[src/rtl/dll_lock_monitor.sv]
// Frequency-lock monitor: counts clock cycles per synchronized osc period, compares with div, reports lock/loss.
// Latency: rise acted on 3 edges after osc rises; count_valid/period_count/locked/lost update the cycle after capture.
// No backpressure: measurements are one-cycle pulses, status outputs are level signals.
module dll_lock_monitor #(
    parameter int CNT_W      = 8,
    parameter int LOCK_COUNT = 4,
    parameter int TOL        = 1
) (
    input  logic             clock,
    input  logic             resetb,
    input  logic             enable,
    input  logic             osc,
    input  logic [4:0]       div,
    input  logic             clr_lost,
    output logic             locked,
    output logic             lost,
    output logic             count_valid,
    output logic [CNT_W-1:0] period_count
);

    typedef enum logic [1:0] {
        IDLE    = 2'd0,
        ACQUIRE = 2'd1,
        TRACK   = 2'd2,
        LOCKED  = 2'd3
    } state_t;

    localparam logic [CNT_W-1:0] CNT_MAX  = '1;
    localparam logic [CNT_W-1:0] CNT_LAST = {{(CNT_W-1){1'b1}}, 1'b0};
    localparam logic [CNT_W:0]   TOL_V    = TOL[CNT_W:0];
    localparam logic [3:0]       LOCK_V   = 4'(LOCK_COUNT);

    state_t             state_q, state_d;
    logic               sync1_q, sync1_d;
    logic               sync2_q, sync2_d;
    logic               hist_q, hist_d;
    logic [CNT_W-1:0]   cnt_q, cnt_d;
    logic [3:0]         good_q, good_d;
    logic [CNT_W-1:0]   period_count_q, period_count_d;
    logic               count_valid_q, count_valid_d;
    logic               locked_q, locked_d;
    logic               lost_q, lost_d;

    logic               rise;
    logic               window_end;
    logic [CNT_W-1:0]   meas;
    logic signed [CNT_W:0] diff;
    logic [CNT_W:0]     abs_diff;
    logic               pass;
    logic [3:0]         good_inc;
    logic               lost_set;

    // Window measurement and tolerance test on the value about to be captured
    always_comb begin
        sync1_d    = osc;
        sync2_d    = sync1_q;
        hist_d     = sync2_q;
        rise       = sync2_q & ~hist_q;
        window_end = rise | (cnt_q == CNT_LAST);
        // A timeout captures the saturated value; a rise captures the running count plus this cycle
        meas       = rise ? cnt_q + 1'b1 : CNT_MAX;
        diff       = $signed({1'b0, meas}) - $signed({{(CNT_W-4){1'b0}}, div});
        abs_diff   = diff[CNT_W] ? -diff : diff;
        // A timeout window never passes, nor does an unprogrammed ratio
        pass       = rise && (div != 5'd0) && (abs_diff <= TOL_V);
        good_inc   = (good_q == LOCK_V) ? good_q : good_q + 4'd1;
    end

    // Next-state, counters and status outputs
    always_comb begin
        state_d        = state_q;
        cnt_d          = cnt_q;
        good_d         = good_q;
        period_count_d = period_count_q;
        count_valid_d  = 1'b0;
        lost_set       = 1'b0;

        case (state_q)
            IDLE: begin
                cnt_d  = '0;
                good_d = 4'd0;
                if (enable) begin
                    state_d = ACQUIRE;
                end
            end
            ACQUIRE: begin
                // First edge only aligns the counter; its period is unknown
                cnt_d = '0;
                if (rise) begin
                    state_d = TRACK;
                end
            end
            TRACK, LOCKED: begin
                if (window_end) begin
                    cnt_d          = '0;
                    period_count_d = meas;
                    count_valid_d  = 1'b1;
                    good_d         = pass ? good_inc : 4'd0;
                    if (state_q == TRACK) begin
                        if (pass && (good_inc == LOCK_V)) begin
                            state_d = LOCKED;
                        end
                    end else if (!pass) begin
                        state_d  = TRACK;
                        lost_set = 1'b1;
                    end
                end else begin
                    cnt_d = cnt_q + 1'b1;
                end
            end
            default: begin
                state_d = IDLE;
            end
        endcase

        // Disabling overrides everything except the held measurement and sticky lost
        if (!enable) begin
            state_d       = IDLE;
            cnt_d         = '0;
            good_d        = 4'd0;
            count_valid_d = 1'b0;
            lost_set      = 1'b0;
        end

        locked_d = (state_d == LOCKED);
        lost_d   = lost_set | (lost_q & ~clr_lost);
    end

    // State register with synchronous active-low reset
    always_ff @(posedge clock) begin
        if (!resetb) begin
            state_q        <= IDLE;
            sync1_q        <= 1'b0;
            sync2_q        <= 1'b0;
            hist_q         <= 1'b0;
            cnt_q          <= '0;
            good_q         <= 4'd0;
            period_count_q <= '0;
            count_valid_q  <= 1'b0;
            locked_q       <= 1'b0;
            lost_q         <= 1'b0;
        end else begin
            state_q        <= state_d;
            sync1_q        <= sync1_d;
            sync2_q        <= sync2_d;
            hist_q         <= hist_d;
            cnt_q          <= cnt_d;
            good_q         <= good_d;
            period_count_q <= period_count_d;
            count_valid_q  <= count_valid_d;
            locked_q       <= locked_d;
            lost_q         <= lost_d;
        end
    end

    assign locked       = locked_q;
    assign lost         = lost_q;
    assign count_valid  = count_valid_q;
    assign period_count = period_count_q;

endmodule

[config.mk]
export PLATFORM = sky130hd
export DESIGN_NAME = dll_lock_monitor
export DESIGN_NICKNAME = d
export VERILOG_FILES = /design/src/rtl/dll_lock_monitor.sv
export SDC_FILE = /design/constraint.sdc
export NUM_CORES = 1
export LEC_CHECK = 0
export CAP_MARGIN = 20
export CELL_PAD_IN_SITES_DETAIL_PLACEMENT = 1
export CELL_PAD_IN_SITES_GLOBAL_PLACEMENT = 2
export CORE_ASPECT_RATIO = 1.2
export CORE_UTILIZATION = 37
export CTS_BUF_LIST = sky130_fd_sc_hd__clkbuf_2
export CTS_CLUSTER_SIZE = 12
export DETAILED_ROUTE_END_ITERATION = 12
export PLACE_DENSITY = 0.9
export SLEW_MARGIN = 10
export SYNTH_ARGS = -nofsm -noshare
export SYNTH_HDL_FRONTEND = slang
export SYNTH_SLANG_ARGS = --single-unit
[constraint.sdc]
create_clock -name clock -period 10.2 [get_ports clock]
set_clock_uncertainty 0.15 [all_clocks]
set_input_delay 1.02 -clock clock [delete_from_list [all_inputs] [get_ports clock]]
set_output_delay 1.02 -clock clock [all_outputs]
set_load 0.05 [all_outputs]
# Yosys cells after proc, flatten, opt, wreduce, memory -nomap -nowiden
# Cells that the tools add are included.
# totals
word_cells	62
reg_bits	28
inputBits	10
out_inout_bits	11
# classes
bitwise	6
reduce_logical	12
eq_ne	8
order_cmp	1
mux	21
n_addsub	4
# op_table
operator	n
$mux W8	2
$pmux W8 S2	1
$mux W2	6
$mux W4	3
$le A9 B1 Y1 const B	1
$mux W9	1
$neg A9 Y9	1
$sub A8 B5 Y9	1
$add A8 B1 Y8 const B	1
$eq A4 B3 Y1 const B	2
$eq A8 B8 Y1 const B	1
$pmux W4 S2	1
$eq A2 B2 Y1 const B	3
$mux W1	6
$pmux W2 S3	1
$reduce_and A2 Y1	3
$reduce_bool A5 Y1	1
$add A4 B1 Y4 const B	1
$reduce_or A2 Y1	2
$logic_and A1 B1 Y1	3
$reduce_and A3 Y1	1
$and A1 B1 Y1	2
$eq A2 B1 Y1 const B	1
$logic_not A2 Y1	1
other kinds (4)	6

# Longest topological paths before layout
# logic_depth
depth_word	15
mapped_depth	14
depth_no_buf	13

# Worst setup path after synthesis
# OpenSTA, ideal clock, no wires.
# synth_path
kind	in2reg
from	in div[0]
to	reg good_q[2]
cell_stages	10
arrival_ns	3.196
setup_ns	0.117
slack_ns	6.737
required_ns	9.933
cell_sequence	ha_1 -> fa_1 -> nand2b_1 -> a21oi_1 -> nand2_1 -> and4_1 -> and4_1 -> o31ai_2 -> nor4_1 -> o22a_1
# synth_between
elab_chain_len	8
elab_cells_between_ends	10
classes_between	2 x add/sub; 1 x order compare; 4 x mux; 3 x reduce/logical
# synth_lines
item	line_no	rtl
from (decl)	13	input logic [4:0] div,
$sub A8 B5 Y9	62	diff = $signed({1'b0, meas}) - $signed({{(CNT_W-4){1'b0}}, div});
$neg A9 Y9	63	abs_diff = diff[CNT_W] ? -diff : diff;
$mux W9	63	
$le A9 B1 Y1	65	pass = rise && (div != 5'd0) && (abs_diff <= TOL_V);
$logic_and A1 B1 Y1 *	65	
$mux W4 *	98	good_d = pass ? good_inc : 4'd0;
$mux W4 *	94	if (window_end) begin
$pmux W4 S2 *	78	case (state_q)
to (signal assigned)	148	good_q <= good_d;
to (decl)	38	logic [3:0] good_q, good_d;
# Mark *: on every way between the ends. The rest lies on a longest branch, timed or not. The select of a mux whose other input is x is not followed.
# A chain may end at the register's enable or synchronous reset.

# Worst setup path in the final report
# layout_path
from	in div[0]
to	reg good_q[0]
# Same word-level chain as after synthesis.

==> load_flow_metrics.sql <==
INSERT INTO impl_metrics (metric_group, metric, value, unit) VALUES
('grt', 'grt_antenna_before_repair', '0', ''),
('worst_hold_path', 'hold_path.class', 'flop to flop', ''),
('routing', 'first_pass_detailed_route_iteration_total', '4', ''),
('synth', 'synthDominantCellAreaShare', '33.5', '%'),
('clock_network', 'cts_buffer_depth', '2', ''),
('job', 'max_capacitance_violation_count', '0', ''),
('clock_network', 'tritoncts_clock_tree', 'built', ''),
('floorplanning', 'initial_utilization', '38.9', '%'),
('clock_network', 'cts_made_buffers', '3', ''),
('synth', 'post_synth_instance_area', '1670', 'um2'),
('placement', 'io_buffers', '20', ''),
('synth', 'synth_seq_cells', '28', ''),
('critical_path', 'worst_setup_path_end_kind', 'flop', ''),
('placement', 'dp_cells', '268', ''),
('critical_path', 'cp_data_arrival_time', '4000', 'ps'),
('synth', 'syn-num-nets', '217', ''),
('synth', 'syn-mean-instance-area', '8.53', 'um2'),
('routing', 'detail_route.vias_per_cell', '5.55', ''),
('floorplanning', 'die_area', '4790', 'um2'),
('routing', 'via_total_after_detailed_routing', '1509', ''),
('placement', 'gpl.final_weighted_congestion', '0.812', ''),
('grt', 'global_route.usage.total', '18.2', '%'),
('final_layout', 'count_of_antenna_diodes_in_the_layout', '0', ''),
('pwr', 'vdd.ir_drop.worst', '0.0631', 'mV'),
('routing', 'detail_route.wirelength', '4100', 'um'),
('sta', 'min_period_over_period', '37.1', '%'),
('synth', 'total_of_warnings_raised_by_yosys', '0', ''),
('sta', 'timing_max_transition_violations_final', '0', ''),
('sta', 'hold_viol_final', '0', ''),
('clock_network', 'clk-insertion-delay-late', '390', 'ps'),
('grt', 'grt_pass1_vias', '1565', ''),
('final_layout', 'utilization', '46.0', '%'),
('clock_network', 'post-cts-setup-buffers', '0', ''),
('floorplanning', 'std_cell_rows', '26', ''),
('routing', 'wl_per_cell', '15.1', 'um'),
('final_layout', 'count_of_placed_standard_cells_in_the_final_layout_fillers_left_out', '272', ''),
('floorplanning', 'chipHeight', '75.6', 'um'),
('final_layout', 'drive_above_1_share', '5.56', '%'),
('synth', 'synth_enable_flop_cells', '0', ''),
('clock_network', 'ctsResizeCount', '0', ''),
('clock_network', 'clkSlewWorstSetupHoldPaths', '270', 'ps'),
('clock_network', 'clock_sink_count', '28', ''),
('grt', 'pin_count_of_the_biggest_net_entering_global_routing', '19', ''),
('synth', 'synth_seq_area_share', '33.5', '%'),
('placement', 'pre_cts_slack', '5960', 'ps'),
('clock_network', 'clock_tree.htree_level_count', '1', ''),
('sta', 'transition_time_of_the_tightest_slew_check_pin', '713', 'ps'),
('critical_path', 'crit_required', '10420', 'ps'),
('final_layout', 'design.final.nets', '238', ''),
('routing', 'drt_drc_violations_left', '0', ''),
('critical_path', 'crit_path_max_fanout', '6', ''),
('sta', 'final.setup.tns', '0', 'ps'),
('pwr', 'cellPowerDensity', '108', 'nW/um2'),
('sta', 'max_freq', '0.265', 'GHz'),
('sta', 'min_cycle_time_layout', '3780', 'ps'),
('clock_network', 'postCtsHoldBufs', '0', ''),
('synth', 'synth.largest_area_cell', 'sky130_fd_sc_hd__dfxtp_1', ''),
('floorplanning', 'die_width', '63.4', 'um'),
('pwr', 'p_leak', '0.832', 'nW'),
('synth', 'synth_most_common_cell', 'sky130_fd_sc_hd__dfxtp_1', ''),
('clock_network', 'clockRootBuffer', 'sky130_fd_sc_hd__clkbuf_2', ''),
('sta', 'setup_repair_after_global_routing_missed_its_margin', 'false', ''),
('synth', 'synth-main-ff-cell', 'sky130_fd_sc_hd__dfxtp_1', ''),
('final_layout', 'areaGrowthSynthToFinish', '18.2', '%'),
('grt', 'grt-ovfl-total', '0', ''),
('floorplanning', 'number_of_i_o_pins', '21', ''),
('floorplanning', 'floorplan.core_area', '4290', 'um2'),
('sta', 'worst_slack', '6420', 'ps'),
('synth', 'cell_types_with_the_largest_area_share_after_synthesis', 'sky130_fd_sc_hd__dfxtp_1, sky130_fd_sc_hd__ha_1, sky130_fd_sc_hd__nand3_1', ''),
('placement', 'detailedPlacementHpwl', '3280', 'um'),
('run_status', 'run_status', 'complete, no violations', '');
==> layout make-up <==
class	instances	area, um2
multi-input cells	151	1050
clock inverters	1	30.0
well taps	56	70.1
inverters	12	45.0
flip-flops and latches	28	561
clock buffers	3	15.0
fillers	530	2320
repair buffers	21	208
==> worst max-delay path, stage by stage <==
cell,delay [ps]
sky130_fd_sc_hd__clkdlybuf4s50_1,430
sky130_fd_sc_hd__ha_1,230
sky130_fd_sc_hd__fa_1,440
sky130_fd_sc_hd__nand2b_1,220
sky130_fd_sc_hd__a21oi_1,310
sky130_fd_sc_hd__a22oi_1,160
sky130_fd_sc_hd__xnor2_1,160
sky130_fd_sc_hd__nor4_1,240
sky130_fd_sc_hd__a31oi_1,180
sky130_fd_sc_hd__a2111oi_0,500
sky130_fd_sc_hd__a21o_1,120
==> metal layers <==
metal | GRT usage (%) | wire, um
met1 | 19.8 | 1730
met4 | 5.30 | 46
met5 | 0 | 0
met3 | 2.10 | 63
met2 | 37.0 | 2260
==> where the power goes <==
group,leakage (nW),internal [mW],switching (mW)
Combinational,0.579,0.0144,0.0192
Clock,0.0266,0.0337,0.0353
Sequential,0.226,0.111,0.000685
==> worst paths after layout <==
check,start,end,slack (ps),cells past startpoint
setup / recovery,div[0],good_q[0]$_SDFFE_PN0P_,6420,11
hold / removal,hist_d$_SDFF_PN0_,hist_q$_SDFF_PN0_,340,1
setup reg to reg,cnt_q[0]$_SDFF_PP0_,good_q[0]$_SDFFE_PN0P_,6520,12
hold reg to reg,hist_d$_SDFF_PN0_,hist_q$_SDFF_PN0_,340,1
==> placed cells by master, fill, tap and decap left out, types with 2 or more instances in the layout <==
| master | Yosys | routed |
|---|---|---|
| sky130_fd_sc_hd__nand3_1 | 14 | 14 |
| sky130_fd_sc_hd__o22a_1 | 2 | 2 |
| sky130_fd_sc_hd__nand4_1 | 3 | 3 |
| sky130_fd_sc_hd__a31oi_1 | 2 | 2 |
| sky130_fd_sc_hd__a21oi_1 | 5 | 5 |
| sky130_fd_sc_hd__ha_1 | 10 | 10 |
| sky130_fd_sc_hd__o21a_1 | 2 | 2 |
| sky130_fd_sc_hd__o22ai_1 | 2 | 2 |
| sky130_fd_sc_hd__a22o_1 | 2 | 2 |
| sky130_fd_sc_hd__xor2_1 | 5 | 5 |
| sky130_fd_sc_hd__and3_1 | 2 | 2 |
| sky130_fd_sc_hd__and2_1 | 5 | 5 |
| sky130_fd_sc_hd__nor3_1 | 4 | 4 |
| sky130_fd_sc_hd__a21o_1 | 2 | 2 |
| sky130_fd_sc_hd__o211a_1 | 7 | 7 |
| sky130_fd_sc_hd__o21ai_0 | 7 | 7 |
| sky130_fd_sc_hd__xnor2_1 | 4 | 4 |
| sky130_fd_sc_hd__inv_1 | 12 | 12 |
| sky130_fd_sc_hd__nand2b_1 | 3 | 3 |
| sky130_fd_sc_hd__dfxtp_1 | 28 | 28 |
| sky130_fd_sc_hd__nor3b_1 | 2 | 2 |
| sky130_fd_sc_hd__nor2_1 | 18 | 18 |
| sky130_fd_sc_hd__nor2b_1 | 5 | 5 |
| sky130_fd_sc_hd__nor4_1 | 3 | 3 |
| sky130_fd_sc_hd__clkdlybuf4s50_1 | 0 | 20 |
| sky130_fd_sc_hd__and4_1 | 3 | 3 |
| sky130_fd_sc_hd__mux2i_1 | 2 | 2 |
| sky130_fd_sc_hd__nand2_1 | 16 | 16 |
| sky130_fd_sc_hd__clkbuf_2 | 0 | 3 |
==> through the flow <==
stage	power, mW	hold WS, ps
2_1_floorplan	0.137	262
3_3_place_gp	0.145	264
3_5_place_dp	0.147	293
4_1_cts	0.215	345
5_1_grt	0.223	352
6_report	0.214	339
==> kinds of logic after synthesis <==
logic type	Yosys count	share of synthesized area, %
buf+inv	17	3.82
simple gates	87	28.7
flops	28	33.5
fa+ha+maj	11	8.68
mux	2	1.20
compound gates	42	19.3
xor+xnor	9	4.72
==> sequential cells by signal, indices dropped and copies added, names as in the netlist <==
register / flops
sync1_q: 1
locked: 1
state_q: 2
good_q: 4
cnt_q: 8
lost: 1
count_valid: 1
hist_q: 1
period_count: 8
hist_d: 1
Note: power is estimated with default switching activity, not from simulation.
==> patch (same flow settings) <==
The parameter `CNT_W` goes from 8 to 9.
--- a/src/rtl/dll_lock_monitor.sv
+++ b/src/rtl/dll_lock_monitor.sv
@@ -2,7 +2,7 @@
 // Latency: rise acted on 3 edges after osc rises; count_valid/period_count/locked/lost update the cycle after capture.
 // No backpressure: measurements are one-cycle pulses, status outputs are level signals.
 module dll_lock_monitor #(
-    parameter int CNT_W      = 8,
+    parameter int CNT_W      = 9,
     parameter int LOCK_COUNT = 4,
     parameter int TOL        = 1
 ) (
Ports: changed (resized period_count); port bits go from 21 to 22. The function was not compared with the original's and may differ.
==> patch against the original RTL <==
Synthesized cell count is 15% higher; hold slack got worse by 0.022 ns; power increased by 0.72%; cell area rose by 9.2%; fmax down 6.7%; setup slack got worse by 0.27 ns; area after synthesis up 12%; sequential power increased by 7%; sequential cell count rose by 2; wire length up 17%; global-route usage grew 1.8 points; register-to-register slack got worse by 0.37 ns; critical path type is now reg2reg; largest power group unchanged; highest routed layer unchanged.
==> patch: results (changes against the original RTL) <==
global_routing:
  grt_pass1_wl_um: 8050  # +17%
  grt_pass1_vias: 1688  # +7.9%
  grt_usage: 0.200  # +0.0182
setup_path:
  critical_path.max_fanout: 11  # +5
  critPathArrivalTime_ns: 4.23  # +0.23 ns
  cp_slowest_cell: "nor2b_1"
  path_delay_family: "simple AND/OR/NAND/NOR gates"
  cpPeakStageDelay_ns: 0.59  # +0.09 ns
yosys:
  syn-cell-area_sq_um: 1880  # +12%
  yosys-top-cells-area: "dfxtp_1, ha_1, o211a_1"
  synth_top_cells_by_count: "dfxtp_1, nor2_1, nand2_1"
  ys_types: 51  # +4.1%
  synth_nets: 247  # +14%
  synthAdderAreaFrac: 0.0772  # -0.00960
  synth_xor_xnor_area_share: 0.0513  # +0.00411
clock_network:
  cts_num_sinks: 30  # +7.1%
final_layout:
  buffer_area_frac: 0.101  # -0.00426
  seqCellArea_sq_um: 601  # +7.1%
  multi_input_comb_area_sq_um: 1170  # +12%
  multi_input_comb_cells: 177  # +17%
  layout-drive-gt1-share: 0.0760  # +0.0204
  nNonClkBuffers: 22  # +4.8%
  syn_to_final_growth_pct: 14.8
  num-fill-cells: 613  # +16%
  inv_count: 13  # +1
  final-clk-cell-share: 0.0191  # -0.00367
route:
  drt-initial-drc-count: 68  # +31%
  via_per_inst: 5.51  # -0.75%
pwr:
  ir_worst_vdd_mv: 0.0696  # +10%
  p_leak_nw: 0.847  # +1.8%
  p_switching_w: 0.0000662  # +20%
  p_clk_w: 0.0000615  # -11%
place:
  routabilityCongestion: 0.850  # +4.7%
  dpl_cell_area_sq_um: 2120  # +9.7%
  numPortBuffers: 21  # +5.0%
  hpwl_um: 3750  # +15%
outcome:
  status: "finished, final reports clean"
sta:
  max_slew_margin: 0.371  # -0.153
patch: layer usage:
metal | share of wire | wire length (um) | GRT usage | up-vias
met5 | 0 | 0 | 0 | -
met4 | 0.012 | 57 | 0.0574 | 0
met3 | 0.018 | 87 | 0.0426 | 7
met1 | 0.44 | 2120 | 0.242 | 832
li1 | - | - | - | 857
met2 | 0.53 | 2520 | 0.348 | 11
patch: stage by stage:
| stage | cells | setup slack (ns) |
|---|---|---|
| after floorplan | 226 | 6.66 |
| after global placement | 302 | 6.03 |
| after detailed placement | 302 | 5.97 |
| after CTS | 310 | 6.10 |
| after global routing | 310 | 5.65 |
| final | 310 | 6.15 |
patch: final timing paths:
| kind | from | to | slack, ns | cells past startpoint |
|---|---|---|---|---|
| max | hist_d | good_q[2] | 6.15 | 14 |
| min | hist_d | hist_q | 0.32 | 1 |
| max reg2reg | hist_d | good_q[2] | 6.15 | 14 |
| min reg2reg | hist_d | hist_q | 0.32 | 1 |
